[src/rtl/sar_search_8_bit_if.sv]
// sar_search_8_bit_if: start/compare/result bundle between the search controller and its comparator side
interface sar_search_8_bit_if #(parameter int DATA_WIDTH = 8);
    logic                  start_i;
    logic [DATA_WIDTH-1:0] trial_o;
    logic                  trial_valid_o;
    logic                  cmp_valid_i;
    logic                  cmp_greater_i;
    logic                  cmp_lower_i;
    logic                  cmp_equal_i;
    logic                  busy_o;
    logic                  done_o;
    logic [DATA_WIDTH-1:0] result_o;
    logic                  found_o;
    logic                  error_o;
    modport master (
        input  start_i, cmp_valid_i, cmp_greater_i, cmp_lower_i, cmp_equal_i,
        output trial_o, trial_valid_o, busy_o, done_o, result_o, found_o, error_o
    );
    modport slave (
        output start_i, cmp_valid_i, cmp_greater_i, cmp_lower_i, cmp_equal_i,
        input  trial_o, trial_valid_o, busy_o, done_o, result_o, found_o, error_o
    );
endinterface

[src/rtl/sar_search_8_bit.sv]
// sar_search_8_bit: successive-approximation controller driving a magnitude comparator to find its target
module sar_search_8_bit #(
    parameter int DATA_WIDTH = 8
) (
    input logic                clk_i,
    input logic                rst_n_i,
    sar_search_8_bit_if.master bus
);
    localparam int BW = $clog2(DATA_WIDTH);
    typedef enum logic [1:0] {IDLE, DRIVE, DONE} state_t;
    state_t                r_state, w_state_nxt;
    logic [DATA_WIDTH-1:0] r_accum, r_trial, r_result, w_accum_nxt, w_bit_mask;
    logic [BW-1:0]         r_bit;
    logic                  r_found, r_error, w_hs, w_legal, w_last;
    always_comb begin
        w_bit_mask  = DATA_WIDTH'(1) << r_bit;
        w_hs        = (r_state == DRIVE) && bus.cmp_valid_i;
        w_legal     = $onehot({bus.cmp_greater_i, bus.cmp_lower_i, bus.cmp_equal_i});
        w_last      = r_bit == '0;
        w_accum_nxt = bus.cmp_lower_i ? (r_accum | w_bit_mask) : r_accum;
    end
    always_comb begin
        w_state_nxt = r_state;
        unique case (r_state)
            IDLE:    if (bus.start_i) w_state_nxt = DRIVE;
            DRIVE:   if (w_hs && (!w_legal || bus.cmp_equal_i || w_last)) w_state_nxt = DONE;
            DONE:    w_state_nxt = IDLE;
            default: w_state_nxt = IDLE;
        endcase
    end
    always_ff @(posedge clk_i or negedge rst_n_i) begin
        if (!rst_n_i) r_state <= IDLE;
        else          r_state <= w_state_nxt;
    end
    always_ff @(posedge clk_i or negedge rst_n_i) begin
        if (!rst_n_i) begin
            r_accum  <= '0;
            r_trial  <= '0;
            r_result <= '0;
            r_bit    <= BW'(DATA_WIDTH - 1);
            r_found  <= 1'b0;
            r_error  <= 1'b0;
        end else if (r_state == IDLE && bus.start_i) begin
            r_accum  <= '0;
            r_trial  <= DATA_WIDTH'(1) << (DATA_WIDTH - 1);
            r_result <= '0;
            r_bit    <= BW'(DATA_WIDTH - 1);
            r_found  <= 1'b0;
            r_error  <= 1'b0;
        end else if (w_hs) begin
            if (!w_legal) begin
                r_error  <= 1'b1;
                r_result <= '0;
            end else if (bus.cmp_equal_i) begin
                r_accum  <= r_trial;
                r_result <= r_trial;
                r_found  <= 1'b1;
            end else begin
                r_accum <= w_accum_nxt;
                // the next trial is registered now so it is presented the cycle after this handshake
                if (w_last) r_result <= w_accum_nxt;
                else begin
                    r_bit   <= r_bit - 1'b1;
                    r_trial <= w_accum_nxt | (w_bit_mask >> 1);
                end
            end
        end
    end
    assign bus.trial_o       = r_trial;
    assign bus.trial_valid_o = r_state == DRIVE;
    assign bus.busy_o        = r_state != IDLE;
    assign bus.done_o        = r_state == DONE;
    assign bus.result_o      = r_result;
    assign bus.found_o       = r_found;
    assign bus.error_o       = r_error;
endmodule
[src/flat_wrapper.sv]
// flat-port wrapper written by rule: the top's interface ports become plain ports
module sar_search_8_bit_flat 
#(
    parameter int DATA_WIDTH = 8
)
  (clk_i, rst_n_i, bus_start_i, bus_cmp_valid_i, bus_cmp_greater_i, bus_cmp_lower_i, bus_cmp_equal_i, bus_trial_o, bus_trial_valid_o, bus_busy_o, bus_done_o, bus_result_o, bus_found_o, bus_error_o);
  sar_search_8_bit_if #(.DATA_WIDTH(DATA_WIDTH)) bus_i ();
  input logic clk_i;
  input logic rst_n_i;
  input wire logic [$bits(bus_i.start_i)-1:0] bus_start_i;
  input wire logic [$bits(bus_i.cmp_valid_i)-1:0] bus_cmp_valid_i;
  input wire logic [$bits(bus_i.cmp_greater_i)-1:0] bus_cmp_greater_i;
  input wire logic [$bits(bus_i.cmp_lower_i)-1:0] bus_cmp_lower_i;
  input wire logic [$bits(bus_i.cmp_equal_i)-1:0] bus_cmp_equal_i;
  output wire logic [$bits(bus_i.trial_o)-1:0] bus_trial_o;
  output wire logic [$bits(bus_i.trial_valid_o)-1:0] bus_trial_valid_o;
  output wire logic [$bits(bus_i.busy_o)-1:0] bus_busy_o;
  output wire logic [$bits(bus_i.done_o)-1:0] bus_done_o;
  output wire logic [$bits(bus_i.result_o)-1:0] bus_result_o;
  output wire logic [$bits(bus_i.found_o)-1:0] bus_found_o;
  output wire logic [$bits(bus_i.error_o)-1:0] bus_error_o;
  assign bus_i.start_i = bus_start_i;
  assign bus_i.cmp_valid_i = bus_cmp_valid_i;
  assign bus_i.cmp_greater_i = bus_cmp_greater_i;
  assign bus_i.cmp_lower_i = bus_cmp_lower_i;
  assign bus_i.cmp_equal_i = bus_cmp_equal_i;
  assign bus_trial_o = bus_i.trial_o;
  assign bus_trial_valid_o = bus_i.trial_valid_o;
  assign bus_busy_o = bus_i.busy_o;
  assign bus_done_o = bus_i.done_o;
  assign bus_result_o = bus_i.result_o;
  assign bus_found_o = bus_i.found_o;
  assign bus_error_o = bus_i.error_o;
  sar_search_8_bit #(.DATA_WIDTH(DATA_WIDTH)) u_core (.clk_i(clk_i), .rst_n_i(rst_n_i), .bus(bus_i));
endmodule
[config.mk]
export PLATFORM = sky130hd
export DESIGN_NAME = sar_search_8_bit_flat
export DESIGN_NICKNAME = d
export VERILOG_FILES = /design/src/rtl/sar_search_8_bit_if.sv /design/src/rtl/sar_search_8_bit.sv /design/src/flat_wrapper.sv
export SDC_FILE = /design/constraint.sdc
export NUM_CORES = 1
export LEC_CHECK = 0
export CORE_AREA = 10 10 70 72
export DETAILED_ROUTE_END_ITERATION = 7
export DIE_AREA = 0 0 80 82
export GPL_TIMING_DRIVEN = 0
export PLACE_DENSITY = 0.76
export SYNTH_ARGS = -nofsm -noshare
export SYNTH_HDL_FRONTEND = slang
export SYNTH_SLANG_ARGS = --single-unit
[constraint.sdc]
create_clock -name clk_i -period 2.1 [get_ports clk_i]
set_input_delay 0.315 -clock clk_i [delete_from_list [all_inputs] [get_ports clk_i]]
set_output_delay 0.315 -clock clk_i [all_outputs]
set_load 0.05 [all_outputs]
### Word-level counts from Yosys, hierarchy flattened

Index checks and enable logic that the tools add are counted.
Widths: inputs -> output; s select.

* bits in registers: 31
* bits of input ports: 7

* add/sub/neg operators: 3
* equal/unequal tests: 9
* reductions and logical operators: 18
* shifts and indexed selects: 1
* mux-type cells: 30
* bitwise logic cells: 2

Operator list (count)
* $mux 8: 15
* $mux 3: 5
* $or 8x7->8: 1
* $or 8x8->8: 1
* $reduce_and 2->1: 4
* $reduce_bool 2->1: 4
* $shl 1x3->8 const A: 1
* $mux 1: 7
* $ne 2x2->1 const B: 3
* $eq 2x1->1 const B: 2
* $mux 2: 2
* $ne 2x1->1 const B: 2
* $ne 4x4->1 const B: 1
* $pmux 2 s2: 1
* $reduce_and 4->1: 1
* $logic_and 1x1->1: 3
* $logic_not 3->1: 1
* $reduce_and 3->1: 1
* $sub 3x1->3 const B: 1
* $add 1x1->2: 1
* $add 2x1->2: 1
* $eq 2x2->1 const B: 1
* $logic_not 2->1: 1
* $logic_or 1x1->1: 2
* $logic_not 1->1: 1

### Longest topological paths before layout

* depth in word-level cells: 9
* gate-level depth with buffers: 9

### Least setup slack after synthesis

Ideal clock, no wire load.

* path kind: in2reg
* start: in bus_cmp_equal_i
* end: reg u_core.r_result[0] (netlist: u_core.bus.result_o[0])
* arrival time: 2.135 ns
* buffers on the path: 3
* path slack: -0.114 ns
* data required time: 2.021 ns
* library setup time: 0.079 ns
* cell stages on the path: 8
* path through: buf_4 -> clkbuf_1 -> inv_1 -> fa_1 -> nand2b_1 -> o31ai_1 -> buf_4 -> mux2i_1

* longest elaborated chain between the ends: 6

Ends and longest elaborated chain
* start, declared: line flat_wrapper.sv:14 `input wire logic [$bits(bus_i.cmp_equal_i)-1:0] bus_cmp_equal_i;`
* $add 1x1->2 (implied by the code): line sar_search_8_bit.sv:18 `w_legal = $onehot({bus.cmp_greater_i, bus.cmp_lower_i, bus.cmp_equal_i});`
* $add 2x1->2 (implied by the code): line sar_search_8_bit.sv:18
* $eq 2x1->1: line sar_search_8_bit.sv:18
* $mux 8: line sar_search_8_bit.sv:51 `if (!w_legal) begin`
* $mux 8: line sar_search_8_bit.sv:50 `end else if (w_hs) begin`
* $mux 8: line sar_search_8_bit.sv:43 `end else if (r_state == IDLE && bus.start_i) begin`
* end signal, assigned: line sar_search_8_bit.sv:56 `r_result <= r_trial;`
* end signal, assigned: line sar_search_8_bit.sv:61 `if (w_last) r_result <= w_accum_nxt;`
* end, declared: line sar_search_8_bit.sv:12 `logic [DATA_WIDTH-1:0] r_accum, r_trial, r_result, w_accum_nxt, w_bit_mask;`

Several ways; a longest one is shown, not always the timed one. The select of a mux whose other input is x is not followed.
A chain may end at the register's enable or synchronous reset.

### Final worst setup path

* start: in bus_cmp_greater_i
* end: reg u_core.r_bit[1]

* longest elaborated chain between the ends: 4

Ends and longest elaborated chain
* start, declared: line flat_wrapper.sv:12 `input wire logic [$bits(bus_i.cmp_greater_i)-1:0] bus_cmp_greater_i;`
* $add 2x1->2 (implied by the code): line sar_search_8_bit.sv:18
* $eq 2x1->1: line sar_search_8_bit.sv:18
* $reduce_bool 2->1 (no line)
* $reduce_and 4->1 (no line)
* end signal, assigned: line sar_search_8_bit.sv:40 `r_bit <= BW'(DATA_WIDTH - 1);`
* end signal, assigned: line sar_search_8_bit.sv:47 `r_bit <= BW'(DATA_WIDTH - 1);`
* end signal, assigned: line sar_search_8_bit.sv:63 `r_bit <= r_bit - 1'b1;`
* end, declared: line sar_search_8_bit.sv:13 `logic [BW-1:0] r_bit;`

No other way between the ends.

==> impl_metrics.py <==
metrics = {
    "run_status": {
        "status": "finished clean",
    },
    "synth": {
        "yosysMostFrequentCell": "dfrtp_1",
        "seq_area_frac_synth_pct": 42.44,
        "yosysTopAreaCell": "dfrtp_1",
        "syn-num-nets": 195,
        "ys.flop_type": "dfrtp_1",
        "synthCells": 182,
        "synth_edf_count": 0,
        "ys_async_sr_fraction_pct": 100.0,
        "synth_common_cells": "dfrtp_1, mux2i_1, a21oi_1, nand2_1, nand2b_1",
        "ys_seq_elements": 31,
        "synthDistinctLibCells": 38,
        "syn_area_per_cell_sq_um": 10.09,
        "synth_area_sq_um": 1837,
        "yosys_warnings": 0,
        "synth.top_cell.area_share_pct": 38.15,
        "ys_top_cells_by_area": "dfrtp_1, mux2i_1, dfstp_2, a21oi_1, ha_1",
    },
    "global_routing": {
        "gr-total-overflow": 0,
        "grt_max_degree": 32,
        "grtUsageMet2_pct": 25.12,
        "grt_usage_pct": 15.59,
        "gr-usage-met3_pct": 6.223,
        "grt_antenna_before_repair": 0,
        "busiest_layer": "met2",
        "use_met1_pct": 17.53,
        "grt_pass1_wl_microns": 8045,
        "grt_pass1_vias": 1637,
    },
    "routing": {
        "drt.antenna.violating_nets": 0,
        "via_per_inst": 5.895,
        "drt_wl_total_microns": 4972,
        "drt_drc_violations_left": 0,
        "wire_per_inst_microns": 18.69,
        "via_count": 1568,
        "drt_iter0_drc": 127,
        "firstDrtPassIters": 4,
    },
    "timing": {
        "timing.final.crit_period_ps": 2022,
        "timing.fmax_mhz": 494.4,
        "period_share_pct": 96.31,
        "hold_viol": 0,
        "clock-skew-final_ps": 11.15,
        "relSlewSlack_pct": 53.69,
        "rsz0062_at_grt": "false",
        "maxSlewViolCount": 0,
        "fin_ws_ps": 77.53,
        "tightest_slew_ps": 694.7,
        "setup_viol": 0,
    },
    "cts": {
        "clock_path_buffers": 2,
        "ctsHtreeMaxLevel": 2,
        "cts_hold_buf": 0,
        "numCtsBuffers": 5,
        "cts_tree": "yes",
        "cts_root_buf": "clkbuf_4",
        "clk_pin_slew_ps": 100,
        "clk_latency_ps": 330,
        "cts.sinks": 31,
        "cts_setup_buffers": 0,
    },
    "placed_design": {
        "port_buffers": 26,
        "placed_cells": 256,
        "gp_congestion": 0.8732,
        "hpwl_microns": 3385,
        "place_ws_ps": -971.8,
    },
    "pwr": {
        "peakVddDrop_uv": 431.5,
        "p_comb_share_pct": 40.5,
        "switchingPower_w": 0.0007881,
        "p_clk_share_pct": 21.4,
        "fin_total_pwr_w": 0.001916,
        "p_int_w": 0.001128,
        "power_density_nw_per_um2": 840.4,
        "switching_share_pct": 41.14,
        "p_leak_nw": 1.068,
        "power_frac_seq_pct": 38.1,
    },
    "critical_path": {
        "reg2reg_to": "u_core.r_bit[1]",
        "critPathRequiredTime_ps": 2370,
        "crit_type": "input port to flip-flop",
        "cp-end-kind": "flip-flop",
        "r2r_cells": 6,
        "rrSetupSlack_ps": 170,
        "crit_arrival_ps": 2290,
        "crit_fanout": 5,
        "r2r-start": "u_core.r_bit[0]",
        "critPathLaunchType": "input port",
    },
    "floorplan": {
        "die_w_microns": 80,
        "core_sq_um": 3578,
        "die_area_sq_um": 6560,
        "die_h_microns": 82,
        "start_util_pct": 51.33,
        "rows": 22,
        "boundaryPins": 28,
    },
    "layout": {
        "drive_above_1_share_pct": 18.35,
        "num-nets-final": 230,
        "stdcell_count": 266,
        "area_delta_synth_final_pct": 24.11,
        "antennaDiodeCount": 0,
    },
    "job": {
        "cap_violations": 0,
    },
    "min_path": {
        "min-delay-path-class": "input port to asynchronous set/reset pin",
    },
}
==> kinds of logic after synthesis <==
group	Yosys count	share of synthesized area, %
simple gates	59	20.44
compound gates	44	15.53
flops	31	42.44
buf+inv	21	5.518
mux	21	11.58
fa+ha+maj	6	4.496
==> timing repair <==
action	CTS	global route
pin swaps	1	1
setup endpoints to repair	34	19
cloned	1	1
gates resized for setup	14	9
==> power groups by stage <==
stage          combinational, W  sequential (W)  clock, W
2_1_floorplan          0.000398        0.000859         0
3_3_place_gp           0.000748        0.000736         0
3_5_place_dp           0.000762        0.000741         0
4_1_cts                0.000769        0.000729  0.000414
5_1_grt                0.000830        0.000739  0.000448
6_report               0.000777        0.000730  0.000409
==> sequential cells by signal (all words and copies together), names as in the netlist <==
signal / flops
u_core.bus.result_o: 8
u_core.bus.trial_o: 8
u_core.r_accum: 8
u_core.r_bit: 3
u_core.r_state: 2
u_core.bus.error_o: 1
u_core.bus.found_o: 1
==> how the worst max path moves through the flow <==
stage	start	endpoint	slack, ps	depth (start not counted)
after detailed placement	bus_cmp_lower_i	u_core.bus.result_o[2]	-970	9
after global routing	bus_cmp_greater_i	u_core.bus.trial_o[5]	5	7
after floorplan	bus_cmp_equal_i	u_core.bus.result_o[0]	10	8
after CTS	bus_cmp_lower_i	u_core.bus.result_o[6]	10	8
after global placement	bus_cmp_lower_i	u_core.bus.result_o[2]	-870	9
final	bus_cmp_greater_i	u_core.r_bit[1]	80	7
==> through the flow <==
step	setup TNS, ps	util [%]	instance area, sq um	hold slack [ps]
after detailed placement	-25220	60.38	2161	497.4
after floorplan	0	-	1841	19.41
after global placement	-22820	60.38	2161	493.2
final	0	63.71	2280	14.34
after global routing	0	63.71	2280	52.46
after CTS	0	63.29	2265	492.3
==> cell type report <==
| type | count | area (sq um) |
|---|---|---|
| plain buffers | 14 | 97.59 |
| clock buffers | 7 | 65.06 |
| clock inverters | 1 | 7.507 |
| fillers | 308 | 1299 |
| inverters | 7 | 26.28 |
| multi-input cells | 130 | 980.9 |
| flip-flops and latches | 31 | 779.5 |
| well taps | 48 | 60.06 |
| repair buffers | 28 | 262.8 |
==> metal layers <==
layer | routed length [microns] | share of wire (%)
met2 | 2466 | 50
met3 | 385 | 7.7
met1 | 2003 | 40
met4 | 115 | 2.3
met5 | 0 | 0
==> worst max-delay path, cell delays in order <==
cell and delay (ps):
clkdlybuf4s50_1 450, inv_1 50, fa_1 480, nand2b_4 190, nor4_4 390, buf_6 200
mux2i_2 200
==> placed cells by master, fill, tap and decap left out, types with 4 or more instances in the layout <==
cell | netlist | routed
nand4_1 | 4 | 4
buf_2 | 6 | 7
ha_1 | 5 | 5
dfrtp_1 | 28 | 28
a21oi_1 | 15 | 15
nand3_1 | 4 | 4
mux2i_1 | 19 | 18
nand2_1 | 15 | 15
nor2_1 | 7 | 7
o21ai_0 | 8 | 8
nand2b_1 | 9 | 8
a311o_1 | 4 | 4
inv_1 | 7 | 7
and3b_1 | 5 | 5
o211ai_1 | 4 | 4
a21o_1 | 4 | 4
clkbuf_4 | 0 | 5
clkdlybuf4s50_1 | 0 | 21
(Power assumes the default switching activity.)
